### config.mk
export PLATFORM = sky130hd
export DESIGN_NAME = sw_debounce
export DESIGN_NICKNAME = d
export VERILOG_FILES = /design/src/rtl/sw_debounce.sv
export SDC_FILE = /design/constraint.sdc
export NUM_CORES = 1
export LEC_CHECK = 0
export ABC_AREA = 1
export CAP_MARGIN = 10
export CORE_MARGIN = 4
export CORE_UTILIZATION = 61
export DETAILED_ROUTE_END_ITERATION = 16
export PLACE_DENSITY = 0.9
export RECOVER_POWER = 25
export SYNTH_ARGS = -nofsm -noshare
export SYNTH_HDL_FRONTEND = slang
export SYNTH_SLANG_ARGS = --single-unit
### constraint.sdc
create_clock -name CLK100MHZ -period 1.9 [get_ports CLK100MHZ]
set_clock_uncertainty 0.15 [all_clocks]
set_input_delay 0.38 -clock CLK100MHZ [delete_from_list [all_inputs] [get_ports CLK100MHZ]]
set_output_delay 0.38 -clock CLK100MHZ [all_outputs]
set_load 0.01 [all_outputs]
### src/rtl/sw_debounce.sv
// sw_debounce: multi-bit slide-switch debouncer with edge pulses and an
// optional single-entry change-event register.
//
// Build option: define SW_DEBOUNCE_EVT_EN to compile in the event path
// (EVT_VALID / EVT_DATA / EVT_OVF with EVT_READY handshake). Without it the
// event outputs are tied to 0 and EVT_READY is ignored.
//
// Timing: a held SW change reaches SW_DB DEBOUNCE_CYCLES+2 rising edges after
// it is first sampled (2 synchronizer stages plus DEBOUNCE_CYCLES counts).
// SW_RISE/SW_FALL and a new event follow one cycle after SW_DB changes.

module sw_debounce #(
  parameter int WIDTH           = 4,
  parameter int DEBOUNCE_CYCLES = 1000000
) (
  input  logic             CLK100MHZ,
  input  logic             CPU_RESETN,
  input  logic [WIDTH-1:0] SW,
  output logic [WIDTH-1:0] SW_DB,
  output logic [WIDTH-1:0] SW_RISE,
  output logic [WIDTH-1:0] SW_FALL,
  output logic             EVT_VALID,
  input  logic             EVT_READY,
  output logic [WIDTH-1:0] EVT_DATA,
  output logic             EVT_OVF
);

  localparam int              CNT_W    = $clog2(DEBOUNCE_CYCLES + 1);
  localparam logic [CNT_W-1:0] CNT_LAST = CNT_W'(DEBOUNCE_CYCLES - 1);
  localparam logic [CNT_W-1:0] CNT_MAX  = {CNT_W{1'b1}};

  logic [WIDTH-1:0] sync_meta;
  logic [WIDTH-1:0] sync_q;
  logic [CNT_W-1:0] cnt [WIDTH];
  logic [WIDTH-1:0] db_prev;

  // Two-flop synchronizer; only sync_q is used downstream.
  // NOTE: every sequential block uses non-blocking (<=) so all flops sample
  // their inputs from before the edge, giving a true two-stage chain.
  always_ff @(posedge CLK100MHZ or negedge CPU_RESETN) begin
    if (!CPU_RESETN) begin
      sync_meta <= '0;
      sync_q    <= '0;
    end else begin
      sync_meta <= SW;
      sync_q    <= sync_meta;
    end
  end

  // Per-bit stability counter; accepts the synchronized level once it has
  // differed from SW_DB for DEBOUNCE_CYCLES consecutive clocks.
  // NOTE: the counter array is small flop storage, not RAM, so it is cleared
  // on reset like any other state to make the count restart from 0.
  always_ff @(posedge CLK100MHZ or negedge CPU_RESETN) begin
    if (!CPU_RESETN) begin
      for (int i = 0; i < WIDTH; i++) cnt[i] <= '0;
      SW_DB <= '0;
    end else begin
      for (int i = 0; i < WIDTH; i++) begin
        if (sync_q[i] == SW_DB[i]) begin
          cnt[i] <= '0;
        end else if (cnt[i] == CNT_LAST) begin
          SW_DB[i] <= sync_q[i];
          cnt[i]   <= '0;
        end else if (cnt[i] != CNT_MAX) begin
          // Saturating guard: the count never wraps.
          cnt[i] <= cnt[i] + CNT_W'(1);
        end
      end
    end
  end

  // Registered compare of SW_DB against its previous value for edge pulses.
  always_ff @(posedge CLK100MHZ or negedge CPU_RESETN) begin
    if (!CPU_RESETN) begin
      db_prev <= '0;
      SW_RISE <= '0;
      SW_FALL <= '0;
    end else begin
      db_prev <= SW_DB;
      SW_RISE <= SW_DB & ~db_prev;
      SW_FALL <= ~SW_DB & db_prev;
    end
  end

`ifdef SW_DEBOUNCE_EVT_EN
  logic db_chg;
  logic evt_accept;

  assign db_chg     = |(SW_DB ^ db_prev);
  assign evt_accept = EVT_VALID & EVT_READY;

  // Single-entry event register: a newer change overwrites an unaccepted
  // one (flagging overflow); an accept coinciding with a change hands over
  // the old event and keeps the new one pending with OVF untouched.
  always_ff @(posedge CLK100MHZ or negedge CPU_RESETN) begin
    if (!CPU_RESETN) begin
      EVT_VALID <= 1'b0;
      EVT_DATA  <= '0;
      EVT_OVF   <= 1'b0;
    end else if (db_chg) begin
      EVT_VALID <= 1'b1;
      EVT_DATA  <= SW_DB;
      if (EVT_VALID && !EVT_READY) EVT_OVF <= 1'b1;
    end else if (evt_accept) begin
      EVT_VALID <= 1'b0;
      EVT_OVF   <= 1'b0;
    end
  end
`else
  logic unused_evt_ready;

  assign unused_evt_ready = EVT_READY;
  assign EVT_VALID        = 1'b0;
  assign EVT_DATA         = '0;
  assign EVT_OVF          = 1'b0;
`endif

endmodule

# Word-level counts from Yosys, hierarchy flattened
# Cells that the tools add are included.
dict set report word_totals {
  ff_bits 104
  latchBits 0
  ram_bits 0
  rom_bits 0
  output_inout_bits 18
  wordCells 57
  mem_count 0
}
dict set report op_classes {
  add_sub_neg 4
  mul 0
  n_div 0
  n_lt_le_gt_ge 0
  eq_ne 12
  n_shift 0
  muxes 12
  bitwise_logic 8
  n_reduce_logical 8
}
# operator n
set ops {}
lappend ops {{20-bit two-way mux} 12}
lappend ops {{20-bit by 1-bit adder with 20-bit output (second input constant)} 4}
lappend ops {{20-bit equality test (second input constant)} 4}
lappend ops {{20-bit != test (second input constant)} 4}
lappend ops {{3-bit nonzero test} 4}
lappend ops {{4-bit AND} 2}
lappend ops {{4-bit inverter} 2}
lappend ops {{2-bit AND reduction} 4}
lappend ops {{1-bit equality test} 4}
lappend ops {{1-bit inverter} 4}

# Logic depth before layout (Yosys ltp)
# Gate-level depths: netlist of run 1.
dict set report depth {
  word_depth 4
  mapped_depth 11
  mapped_depth_nobuf 10
}

# Least setup slack after synthesis of run 1
# OpenSTA, ideal clock, no wires.
dict set report synth_path {
  path_kind {reg2reg}
  startpoint {register cnt[60] (netlist bit)}
  endpoint {register cnt[77] (netlist bit)}
  arrival_ps 1472
  t_required_ps 1631
  setup_slack_ps 159
  path_stages_with_launch 10
  path_buffers 1
  cell_sequence {dfrtp_1 -> ha_1 -> nand2_2 -> nor2_4 -> nand2_4 -> nor2_4 -> nand3_4 -> buf_6 -> a21oi_1 -> nor2_1}
}
dict set report synth_via {
  elab_chain_cells 4
  word_cells_on_any_way 7
  cone_classes {add/sub: 1; eq/ne: 2; mux: 3; reduce/logical: 1}
}
# item line
set synth_lines {}
lappend synth_lines {{start: declaration} 34} ;# logic [CNT_W-1:0] cnt [WIDTH];
lappend synth_lines {{start signal: indexed assignment} 67} ;# cnt[i] <= cnt[i] + CNT_W'(1);
lappend synth_lines {{20-bit by 1-bit adder with 20-bit output} 67}
lappend synth_lines {{20-bit two-way mux} 65} ;# end else if (cnt[i] != CNT_MAX) begin
lappend synth_lines {{20-bit two-way mux} 62} ;# end else if (cnt[i] == CNT_LAST) begin
lappend synth_lines {{20-bit two-way mux} 60} ;# if (sync_q[i] == SW_DB[i]) begin
# Several ways; a longest one is shown, not always the timed one. The select of a mux whose other input is x is not followed.
# A chain may end at the register's enable or synchronous reset.

# Worst setup path after layout of run 1
dict set report layout_path {
  startpoint {register cnt[72] (netlist bit)}
  endpoint {register cnt[77] (netlist bit)}
}
# Same word-level chain as after synthesis.

==> results of run 1 <==
-- repair_timing --
item                                   in CTS  in global routing
buffers inserted                            2                 13
resized for setup                           3                 20
endpoints found under the hold margin      21                  0
hold buffers                                1                  0
setup endpoints to repair                   3                 78
pin swaps                                   0                 10
cloned                                      0                  2
-- routing by layer --
metal  share of wire, %  global-route usage, %
met1                 40                   32.7
met4                3.1                   7.03
met3                7.9                   5.95
met2                 49                   43.2
met5                  0                      0
-- registers in the layout, summed over array words and instances (netlist names) --
name / count
SW_DB: 4
SW_FALL: 4
SW_RISE: 4
cnt: 80
db_prev: 4
sync_meta: 4
sync_q: 4
-- report_power, final --
group / internal [mW] / switching, mW
Combinational: 0.0873 / 0.138
Clock: 0.799 / 0.811
Sequential: 2.24 / 0.0248
Total: 3.13 / 0.973
-- layout by cell type, fill, tap and decap left out, drive strengths merged --
master and count:
nand3b 3, dlygate4sd3 5, dfrtp 104, nand4 30
xnor2 3, o21bai 2, xor2 4, bufinv 2
dlymetal6s2s 1, nor3 12, ha 4, or2 8
nand3 112, nor3b 2, dlygate4sd2 1, nor4 1
and3 1, nand2 214, o21ai 15, clkinv 3
clkdlybuf4s50 10, clkbuf 14, clkinvlp 1, buf 42
inv 99, a21oi 15, a31o 1, a31oi 1
nor2 156, conb 6
-- layout make-up --
type                    instances  area [µm²]
clock buffers                  10         138
clock inverters                 6        98.8
fillers                       690        2510
inverters                      99         372
multi-input cells             590        2900
flip-flops and latches        104        2600
well taps                     129         161
repair buffers                 63         542
-- Yosys cell counts (3+ instances only) --
library cell / n
buf_6: 6
nor2_2: 8
inv_1: 92
xnor2_1: 3
dfrtp_1: 104
or2_2: 8
nand2_1: 200
ha_1: 4
nor3_1: 8
nor2_4: 7
nand3b_1: 3
nand3_2: 3
inv_2: 5
o21ai_0: 13
nand2_2: 10
nand2_4: 3
nand3_1: 106
nand4_1: 30
nor2_1: 141
a21oi_1: 15
buf_4: 6
-- kinds of logic after synthesis --
logic type	count (synthesis)
other	1
xor gates and xnor gates	7
AOI/OAI and AO/OA	34
adders and majority gates	4
buffers and inverters	111
and+or+nand+nor	537
DFF	104
-- worst max-delay path by stage --
| stage | to | slack, ps | cells past startpoint |
|---|---|---|---|
| 6_report | cnt[77]$_DFFE_PN0P_ | 80 | 7 |
| 5_1_grt | cnt[79]$_DFFE_PN0P_ | -60 | 8 |
| 4_1_cts | cnt[40]$_DFFE_PN0P_ | 30 | 9 |
| 3_5_place_dp | cnt[22]$_DFFE_PN0P_ | 60 | 10 |
| 3_3_place_gp | cnt[49]$_DFFE_PN0P_ | 120 | 10 |
| 2_1_floorplan | cnt[77]$_DFFE_PN0P_ | 160 | 9 |
-- through the flow --
step	hold slack (ps)	std cells	area [µm²]	setup WS, ps	utilization (%)
after floorplan	-65.6	803	5900	159	-
after global placement	148	967	6370	122	68.3
after detailed placement	152	967	6370	61.3	68.3
after CTS	208	986	6630	32.4	71.1
after global routing	219	1001	6820	-59.8	73.1
final	209	1001	6820	75.3	73.1
==> out/metrics.cfg, run 1 <==
[drt]
dr.pass1.iters = 5
route.antenna.remaining_nets = 0
totalWireLength_mm = 14.1
via_per_inst = 5.56
drtIter0Drc = 381
vias = 5568
wl_per_cell_um = 14.0
drc = 0

[power_and_ir_drop]
peakVddDrop_uv = 667
p_leak_nw = 3.31
design_power_total_mw = 4.10
powerDensity_mw_per_mm2 = 601

[logic_synthesis]
yosysTopAreaCell = dfrtp_1
ys_types = 36
synth_edf_count = 0
synth_compound_area_share_pct = 3.06
synth_xor_area_share_pct = 1.30
syn_inst = 798
syn_area_per_cell_um2 = 7.37
yosys.area_share.adder_pct = 0.851
synth-seq-cells = 104
synthTopCellsByArea = dfrtp_1, nand2_1, nand3_1
async_flop_share_pct = 100
synthMuxAreaShare_pct = 0
synth_flop_cell = dfrtp_1
synth_top_family_by_area = simple AND/OR/NAND/NOR gates
synth_area_mm2 = 0.00588
yosys.area.top_type_share_pct = 44.2
ys.warnings.count = 0
synth_seq_area_share_pct = 44.2
yosys.area_share.simple_pct = 42.3

[timing]
max_freq_mhz = 548
period_share_pct = 96.0
finalHoldViolCount = 0
fin_tns_setup_ps = 0
worstMarginPinSlew_ps = 618
drv_slew = 0
min_period_ps = 1820
worst_slew_margin_rel_pct = 58.8
setup_violations = 0

[die]
chipHeight_um = 106
die_x_um = 106
die_area_mm2 = 0.0113
ios = 25
coreArea_mm2 = 0.00933
row_count = 35
floorplan.initialDensity_pct = 63.1

[worst_setup_path]
required_ps = 2030
path_max_fanout = 5
regToRegStartpoint = cnt[72]$_DFFE_PN0P_
worstReg2RegEnd = cnt[77]$_DFFE_PN0P_
cp_slowest_cell = nor3_1
r2r_cells = 7
crit_buf_inv = 0
crit_family = simple AND/OR/NAND/NOR gates
cpPeakStageDelay_ps = 470
crit_chain = nand2_1 > nor3_1 > nand2_1 > nor2_1 > nand3_1 > nand2_1 > nor2_1
critPathArrivalTime_ps = 1960
worst-setup-path-type = flip-flop to flip-flop
r2r_slack_ps = 80
crit_path_start = cnt[72]$_DFFE_PN0P_
crit_path_start_kind = flip-flop
cp-end-kind = flip-flop
cp_common_cell = nand2_1

[cts]
cts_sinks = 104
clkTransAtPathRegs_ps = 100
clock_tree.root_cell = clkbuf_8
clk_latency_ps = 380
htree_levels = 3
cts_buffers = 9
cts_buffer_depth = 2
cts_tree = yes

[worst_hold_path]
hold_path_end = sync_q[1]$_DFF_PN0_
min_path_type = flip-flop to flip-flop
holdPathStages = 0
min_from = sync_meta[1]$_DFF_PN0_

[placed_design]
gp_congestion = 0.994
dp_hpwl_mm = 9.82
io_buffers = 17

[final_layout]
flow.area_growth_from_synthesis_pct = 15.9
drive_gt1_share_pct = 14.6
final_nets = 878
n_antenna_cell = 0

[global_routing]
grt_overflow = 0
antenna_found_initial = 0
grt_max_degree = 66
grt_pass1_vias = 5201
grt_pass1_wl_mm = 23.6
grt_usage_pct = 25.4

[run_status]
status = finished, final reports clean

[flow_run]
maxCapViolCount = 0

(Power assumes the default switching activity.)
==> run 2, diff against run 1 <==
--- a/config.mk
+++ b/config.mk
@@ -7,10 +7,9 @@
 export LEC_CHECK = 0
 export ABC_AREA = 1
 export CAP_MARGIN = 10
-export CORE_MARGIN = 4
 export CORE_UTILIZATION = 61
 export DETAILED_ROUTE_END_ITERATION = 16
-export PLACE_DENSITY = 0.9
+export PLACE_DENSITY = 0.87
 export RECOVER_POWER = 25
 export SYNTH_ARGS = -nofsm -noshare
 export SYNTH_HDL_FRONTEND = slang
==> out/metrics.cfg, run 2 (synthesis results as in run 1) <==
[drt]
wl_per_cell_um = 13.9  ; -0.99%
route.antenna.remaining_nets = 0  ; unchanged
drc = 0  ; unchanged
via_per_inst = 5.57  ; about the same
dr.pass1.iters = 5  ; unchanged
vias = 5532  ; -0.65%
totalWireLength_mm = 13.8  ; -1.7%
drtIter0Drc = 359  ; -5.8%

[final_layout]
seq_area_mm2 = 0.00260  ; unchanged
largest-register = cnt
fin_cells = 994  ; -0.70%
final_nets = 871  ; -0.80%
fillers = 703  ; +1.9%
layout.cells.most_common = nand2_1
drive_gt1_share_pct = 14.6  ; about the same
flow.area_growth_from_synthesis_pct = 14.8
multiInputGateArea_mm2 = 0.00292  ; +0.65%
n_antenna_cell = 0  ; unchanged
layout_common_cells = nand2_1, nor2_1, nand3_1
largest_reg_flops = 80  ; unchanged

[timing]
worstMarginPinSlew_ps = 539  ; -78.8 ps
fin_hold_ws_ps = 209  ; +0.707 ps
rsz0062_at_grt = yes
max_freq_mhz = 536  ; -2.3%
period_share_pct = 98.3  ; +2.2 points
setup_violations = 0  ; unchanged
finalHoldViolCount = 0  ; unchanged
worst_slew_margin_rel_pct = 64.0  ; +5.3 points
drv_slew = 0  ; unchanged
min_period_ps = 1870  ; +42.7 ps

[worst_setup_path]
crit_buf_inv = 0  ; unchanged
cp-end-kind = flip-flop
r2r_cells = 9  ; +2
critPathArrivalTime_ps = 2020  ; +60 ps
worstReg2RegEnd = cnt[72]$_DFFE_PN0P_
cp_common_cell = nor2_4
crit_family = simple AND/OR/NAND/NOR gates
worst-setup-path-type = flip-flop to flip-flop
crit_path_start_kind = flip-flop
cpPeakStageDelay_ps = 410  ; -60 ps
required_ps = 2050  ; +20 ps
path_max_fanout = 6  ; +1
r2r_slack_ps = 30  ; -40 ps
crit_chain = ha_2 > nand2_2 > nor2_4 > nand2_4 > nor2_4 > nand3_2 > nand3_1 > nand2_1 > nor2_1
cp_slowest_cell = dfrtp_1
regToRegStartpoint = cnt[61]$_DFFE_PN0P_

[cts]
clk_latency_ps = 380  ; about the same
clkTransAtPathRegs_ps = 110  ; about the same
cts_sinks = 104  ; unchanged
cts_tree = yes
cts_buffer_depth = 2  ; unchanged
htree_levels = 3  ; unchanged
cts_buffers = 9  ; unchanged
clock_tree.root_cell = clkbuf_8

[power_and_ir_drop]
peakVddDrop_uv = 712  ; +6.8%
powerDensity_mw_per_mm2 = 601  ; -0.15%
p_leak_nw = 3.24  ; -2.2%

[placed_design]
io_buffers = 17  ; unchanged
gp_congestion = 0.947  ; -4.7%
dp_hpwl_mm = 9.59  ; -2.3%
placedCellCount = 960  ; -0.72%

[die]
floorplan.initialDensity_pct = 63.4  ; +0.30 points
chipHeight_um = 100  ; -5.6%
die_x_um = 100  ; -5.6%
die_area_mm2 = 0.0100  ; -11%
row_count = 35  ; unchanged
coreArea_mm2 = 0.00928  ; -0.47%
ios = 25  ; unchanged

[worst_hold_path]
holdPathStages = 0  ; unchanged
hold_path_end = sync_q[2]$_DFF_PN0_
min_path_type = flip-flop to flip-flop
min_from = sync_meta[2]$_DFF_PN0_

[global_routing]
grt_overflow = 0  ; unchanged
grt_pass1_vias = 5022  ; -3.4%
grt_max_degree = 59  ; -11%
grt_usage_pct = 27.4  ; +1.9 points
grt_pass1_wl_mm = 21.9  ; -7.2%
antenna_found_initial = 0  ; unchanged

[flow_run]
maxCapViolCount = 0  ; unchanged

[run_status]
status = finished, final reports clean

## run 2: per-stage QoR
stage	worst slack, ps	util, %	cell area (µm²)	TNS (ps)	total power, mW
6_report	32.6	72.7	6750	0	4.06
5_1_grt	-189	72.7	6750	-2490	4.18
2_1_floorplan	159	-	5900	0	2.41
3_3_place_gp	138	68.0	6320	0	2.50
3_5_place_dp	36.4	68.0	6320	0	2.51
4_1_cts	2.26	70.6	6550	0	4.06
## run 2: routing by layer
layer	part of all wire, %	global-route usage, %
met3	6.6	5.22
met2	50	46.3
met5	0	0
met4	2.0	11.4
met1	41	34.6
## run 2: how the worst max path moves through the flow
stage / start / to / slack [ps] / depth (start not counted)
2_1_floorplan: cnt[60]$_DFFE_PN0P_ / cnt[77]$_DFFE_PN0P_ / 160 / 9
3_3_place_gp: cnt[20]$_DFFE_PN0P_ / cnt[22]$_DFFE_PN0P_ / 140 / 10
3_5_place_dp: cnt[20]$_DFFE_PN0P_ / cnt[31]$_DFFE_PN0P_ / 40 / 10
4_1_cts: SW_DB[3]$_DFFE_PN0P_ / SW_DB[3] / 2 / 1
5_1_grt: cnt[61]$_DFFE_PN0P_ / cnt[73]$_DFFE_PN0P_ / -190 / 10
6_report: cnt[61]$_DFFE_PN0P_ / cnt[72]$_DFFE_PN0P_ / 30 / 9
## run 2: what timing repair did
action,in CTS,in global routing
hold endpoints to repair,104,0
buffers inserted,0,15
gates cloned,0,2
gates resized for setup,5,25
pin swaps,0,9
endpoints found under the setup margin,3,76
hold buffers,1,0
## run 2: cell type report
class,instances,share of cell area [%]
multi-input cells,590,43.2
flip-flops and latches,104,38.6
repair buffers,56,6.93
inverters,99,5.54
well taps,129,2.39
clock buffers,9,1.83
clock inverters,7,1.50
## run 2: report_power, final
part	internal (mW)	total (mW)	switching, mW
sequential	2.24	2.26	0.0237
clock	0.759	1.56	0.805
combinational	0.0875	0.228	0.140
total	3.09	4.06	0.969
==> RTL change 1 (flow settings as in run 1) <==
Build with the macro `SW_DEBOUNCE_EVT_EN` defined.
--- a/src/rtl/sw_debounce.sv
+++ b/src/rtl/sw_debounce.sv
@@ -8,6 +8,8 @@
 // Timing: a held SW change reaches SW_DB DEBOUNCE_CYCLES+2 rising edges after
 // it is first sampled (2 synchronizer stages plus DEBOUNCE_CYCLES counts).
 // SW_RISE/SW_FALL and a new event follow one cycle after SW_DB changes.
+
+`define SW_DEBOUNCE_EVT_EN
 
 module sw_debounce #(
   parameter int WIDTH           = 4,
Formal check against the unedited RTL: same outputs for any inputs over 10 cycles, from zero or initial values and one cycle with CPU_RESETN low; that may be too few to reach the edited logic, so the function may still have changed.
==> RTL change 1 against run 1 <==
  * Power is 2.1% higher
  * Fmax shrank 2.1%
  * Worst setup slack got worse by 0.038 ns
  * Sequential share of layout area fell by 0.67 points
  * Routed wire length is 2.1% higher
  * Via count grew 1.1%
  * Hold slack gained 0.0027 ns
  * Sequential cell count increased by 6
  * Cell area is 7.8% higher
  * Die area increased by 8.3%
  * Synthesized area grew 9.0%
  * Non-clock buffer count up 1
  * Critical path type is now flop to output pin
==> RTL change 1: results (changes against run 1) <==
- First-pass GRT wire length: 24200 um (+2.7%)
- Via count of the routed design: 5628 (+1.1%)
- GRT Overall Usage: 0.239 (-0.0157)
- Ratio of cells with drive above 1 in the final layout: 0.166 (+0.0201)
- M1 WL: 6220 um (+9.7%)
- Syn_nets: 851
- Most flops, register: cnt
- Part of the Yosys area used for sequential elements: 0.429 (-0.0132)
- Vias in the first global route: 5251 (+0.96%)
- Crit path DAT: 1.33 ns (-0.63 ns)
- Clock Latency Late Sink: 0.40 ns (+0.02 ns)
- Nets: 919 (+4.7%)
- CP Max Fanout: 2 (-3)
- Reg-to-Reg Start: SW_DB[3]
- Yosys cell types: 40 (+11%)
- Outcome: finished clean
- GPL Wtd Cong: 0.940 (-5.4%)
- Leak pwr: 3.61 nW (+9.1%)
- Reg2Reg Depth: 8 (+1)
- CP peak stage delay: 0.55 ns (+0.08 ns)
- Cts bufs inserted: 9 (unchanged)
- Port bufs: 24 (+7)
- Synth top cells by count: nand2_1 (192), nor2_1 (131), dfrtp_1 (110), nand3_1 (96), inv_1 (94)
- H-tree levels: 3 (unchanged)
- Reg2reg setup slack: 0.09 ns
- HP Class: flop to flop
- Slew Limit Headroom: 0.511 (-0.0765)
- Met2 Wirelength: 6920 um (+1.2%)
- DRT Pass-1 Iters: 5 (unchanged)
- Routed wire length: 14300 um (+2.1%)
- Hold path depth: 0 (unchanged)
- Fill cell count: 813 (+18%)
- Hold Path Sink: sync_q[2]
- Largest net degree at the start of global routing: 57 (-14%)
- Worst hold start: sync_meta[2]
- Final HPWL DP: 10300 um (+5.0%)
- Initial drt markers: 374 (-1.8%)
- CP delay by family, top: buffers and inverters
- Synth top area cells: dfrtp_1 (43%), nand2_1 (11%), nor2_1 (7.7%)
- Dpl cell area: 0.00700 mm2 (+9.9%)
- Met3 routed WL: 828 um (-26%)
- Initial antenna violation count: 0 (unchanged)
- Post-synth top flop: dfrtp_1
- Reg2reg end: EVT_OVF
- Worst IR drop on VDD: 0.496 mV (-26%)
- Crit-path slowest cell: clkdlybuf4s50_1
==> RTL change 1: cell count changes after synthesis, moves of 5 or more <==
cell            run 1  this run
a21oi_1            15        20
buf_4               6         0
dfrtp_1           104       110
ha_1                4        12
nand2_1           200       192
nand2_2            10        25
nand3_1           106        96
nand3_2             3        13
nand4_1            30        25
nor2_1            141       131
nor3_1              8        14
xor2_1              2         8
==> RTL change 1: logic make-up after synthesis <==
family	share of synthesized area
flip-flops	0.429
AO/OA/AOI/OAI	0.0365
buffers and inverters	0.0755
adder cells (fa/ha/maj)	0.0234
AND/OR/NAND/NOR	0.415
XOR/XNOR	0.0203
==> RTL change 1: worst max-delay path by stage <==
stage / from / endpoint / slack [ns] / cells past startpoint
6_report: EVT_DATA[0] / EVT_DATA[0] / 0.04 / 1
5_1_grt: cnt[0] / cnt[7] / -0.05 / 7
4_1_cts: cnt[0] / cnt[7] / 0.01 / 10
3_5_place_dp: cnt[0] / cnt[7] / 0.03 / 10
3_3_place_gp: cnt[0] / cnt[3] / 0.11 / 10
2_1_floorplan: cnt[40] / cnt[53] / 0.14 / 11
==> RTL change 1: power by group <==
| part | internal, mW | switching, mW | total, mW | leakage, nW |
|---|---|---|---|---|
| Combinational | 0.0827 | 0.132 | 0.215 | 1.99 |
| Clock | 0.776 | 0.799 | 1.58 | 0.110 |
| Sequential | 2.37 | 0.0259 | 2.39 | 1.50 |
==> RTL change 1: final cells by class <==
| class | count | area (um2) | share of cell area |
|---|---|---|---|
| Clock buffer | 12 | 145 | 0.0198 |
| Clock inverter | 4 | 70.1 | 0.00954 |
| Inverter | 106 | 419 | 0.0571 |
| Multi-Input combinational cell | 609 | 3220 | 0.438 |
| Sequential cell | 110 | 2760 | 0.375 |
| Tap cell | 136 | 170 | 0.0232 |
| Timing Repair Buffer | 64 | 566 | 0.0770 |
==> RTL change 1: through the flow <==
stage,hold WS (ns),total power [mW],TNS [ns],std cells,setup WS [ns]
final,0.211,4.18,0,1041,0.0369
after global routing,0.218,4.33,-0.147,1041,-0.0486
after CTS,0.215,4.21,0,1033,0.0126
after detailed placement,0.187,2.65,0,1011,0.0301
after global placement,0.183,2.64,0,1011,0.114
after floorplan,-0.0656,2.53,0,832,0.141
==> RTL change 1: timing repair <==
item | CTS | global route
endpoints found under the hold margin | 110 | 0
buffers inserted | 5 | 8
cloned | 0 | 0
gates resized for setup | 4 | 12
hold buffers | 1 | 0
pin swaps | 0 | 4
endpoints found under the setup margin | 4 | 62
==> RTL change 1: layer usage <==
metal / global-route usage / vias up
met5: 0 / -
met4: 0.108 / 0
met3: 0.0351 / 30
met2: 0.384 / 183
met1: 0.321 / 2627
li1: - / 2788
==> RTL change 2 (config.mk and constraints of run 1) <==
Made on the original files. Register the input `SW` before use. The logic sees it one clock later. The other inputs are not delayed to match. Comments in the files are not updated.
--- a/src/rtl/sw_debounce.sv
+++ b/src/rtl/sw_debounce.sv
@@ -29,6 +29,12 @@
   localparam logic [CNT_W-1:0] CNT_LAST = CNT_W'(DEBOUNCE_CYCLES - 1);
   localparam logic [CNT_W-1:0] CNT_MAX  = {CNT_W{1'b1}};
 
+  logic [WIDTH-1:0] SW_q;
+
+  always_ff @(posedge CLK100MHZ) begin
+    SW_q <= SW;
+  end
+
   logic [WIDTH-1:0] sync_meta;
   logic [WIDTH-1:0] sync_q;
   logic [CNT_W-1:0] cnt [WIDTH];
@@ -42,7 +48,7 @@
       sync_meta <= '0;
       sync_q    <= '0;
     end else begin
-      sync_meta <= SW;
+      sync_meta <= SW_q;
       sync_q    <= sync_meta;
     end
   end
Function: same outputs for any inputs over 10 cycles, from zero or initial values and one cycle with CPU_RESETN low; that may be too few to reach the edited logic, so the function may still have changed.
==> RTL change 2 against run 1 <==
  * Worst setup slack worse by 0.031 ns
  * Synthesized area up 0.28%
  * Die area up 0.25%
  * Critical path depth down 6
  * Utilization down 0.16 points
  * Count of clock-buffer cells in the layout unchanged
  * Routed wire length down 0.59%
  * Power down 1.9%
  * Cell area down 0.22%
  * Sequential cell count up 4
  * Critical endpoint is now SW_DB[3]
==> RTL change 2: results (changes against run 1) <==
- CP Max Fanout: 2 (-3)
- Crit path DAT: 1.33 ns (-0.63 ns)
- Clk sinks: 108 (+3.8%)
- Met2 Use GR: 0.439 (+0.00724)
- M1 WL: 5760 um (+1.6%)
- Outcome: finished clean
- Synth top area cells: dfrtp_1 (44%), nand2_1 (13%), nand3_1 (9.3%)
- Dpl cell area: 0.00639 mm2 (+0.33%)
- Wire length per cell: 14.1 um (+0.31%)
- Slew Limit Headroom: 0.291 (-0.297)
- Nonclk buf count: 53 (-16%)
- Met3 Resource Use GR: 0.0443 (-0.0152)
- Crit-path slowest cell: clkdlybuf4s50_1
- Initial drt markers: 390 (+2.4%)
- CP delay by family, top: buffers and inverters
- Async set or reset register ratio after synthesis: 0.963 (-0.0370)
- Reg2reg end: cnt[75]
- Nets: 869 (-1.0%)
- Post-synthesis compound-gate area fraction: 0.0299 (-0.000721)
- Yosys cell types: 40 (+11%)
- Die area: 0.0113 mm2 (+0.25%)
- Final HPWL DP: 9860 um (+0.40%)
- Multi-input gates: 596 (+1.0%)
- GPL Wtd Cong: 0.924 (-7.1%)
- Buffering overhead: 0.0649 (-0.0145)
- First-pass GRT wire length: 23300 um (-1.2%)
- Adder-Cell Fraction of Synth Area: 0.00848 (-0.0000235)
- Vias in the first global route: 5239 (+0.73%)
- Largest net degree at the start of global routing: 41 (-38%)
- CTS-repair resized insts: 4 (+1)
- Multi-input gate share of total cell area: 0.437 (+0.0114)
- Leak pwr: 3.27 nW (-1.0%)
- Part of the Yosys area used for sequential elements: 0.455 (+0.0124)
- Reg2reg setup slack: 0.10 ns (+0.02 ns)
- Fill cell count: 686 (-0.58%)
- Synth Area in XOR/XNOR: 0.0161 (+0.00315)
- Synth top cells by count: nand2_1 (200), nor2_1 (142), nand3_1 (110), dfrtp_1 (104), inv_1 (84)
- Worst hold start: SW_q[2]
- GRT Overall Usage: 0.251 (-0.00330)
- Reg2Reg Depth: 8 (+1)
- Met3 routed WL: 843 um (-24%)
- CP peak stage delay: 0.55 ns (+0.08 ns)
RTL change 2: cell types whose count changed after synthesis, moves of 3 or more:
cell     delta
buf_6       -4
dfxtp_1     +4
inv_1       -8
nand3_1     +4
nand4_1     -7
nor3_1      +5
xor2_1      +3
RTL change 2: per-stage QoR:
stage	instances	TNS [ns]	hold slack, ns	worst slack (ns)
after global placement	965	0	0.167	0.0653
after global routing	992	-0.204	0.190	-0.0387
after CTS	984	0	0.184	0.00594
final	992	0	0.183	0.0446
after detailed placement	965	0	0.171	0.00343
after floorplan	802	0	-0.0656	0.179
RTL change 2: cells by family (layout without fill, tap and decap cells):
family / count (synthesis) / after routing
simple gates: 541 / 544
flops: 108 / 108
buf+inv: 101 / 159
compound gates: 32 / 32
xor+xnor: 10 / 10
fa+ha+maj: 4 / 4
other cells: 1 / 6
RTL change 2: where the power goes:
part | internal [mW] | switching [mW] | leakage (nW)
registers | 2.33 | 0.0295 | 1.46
logic | 0.0782 | 0.135 | 1.71
clock network | 0.647 | 0.802 | 0.106
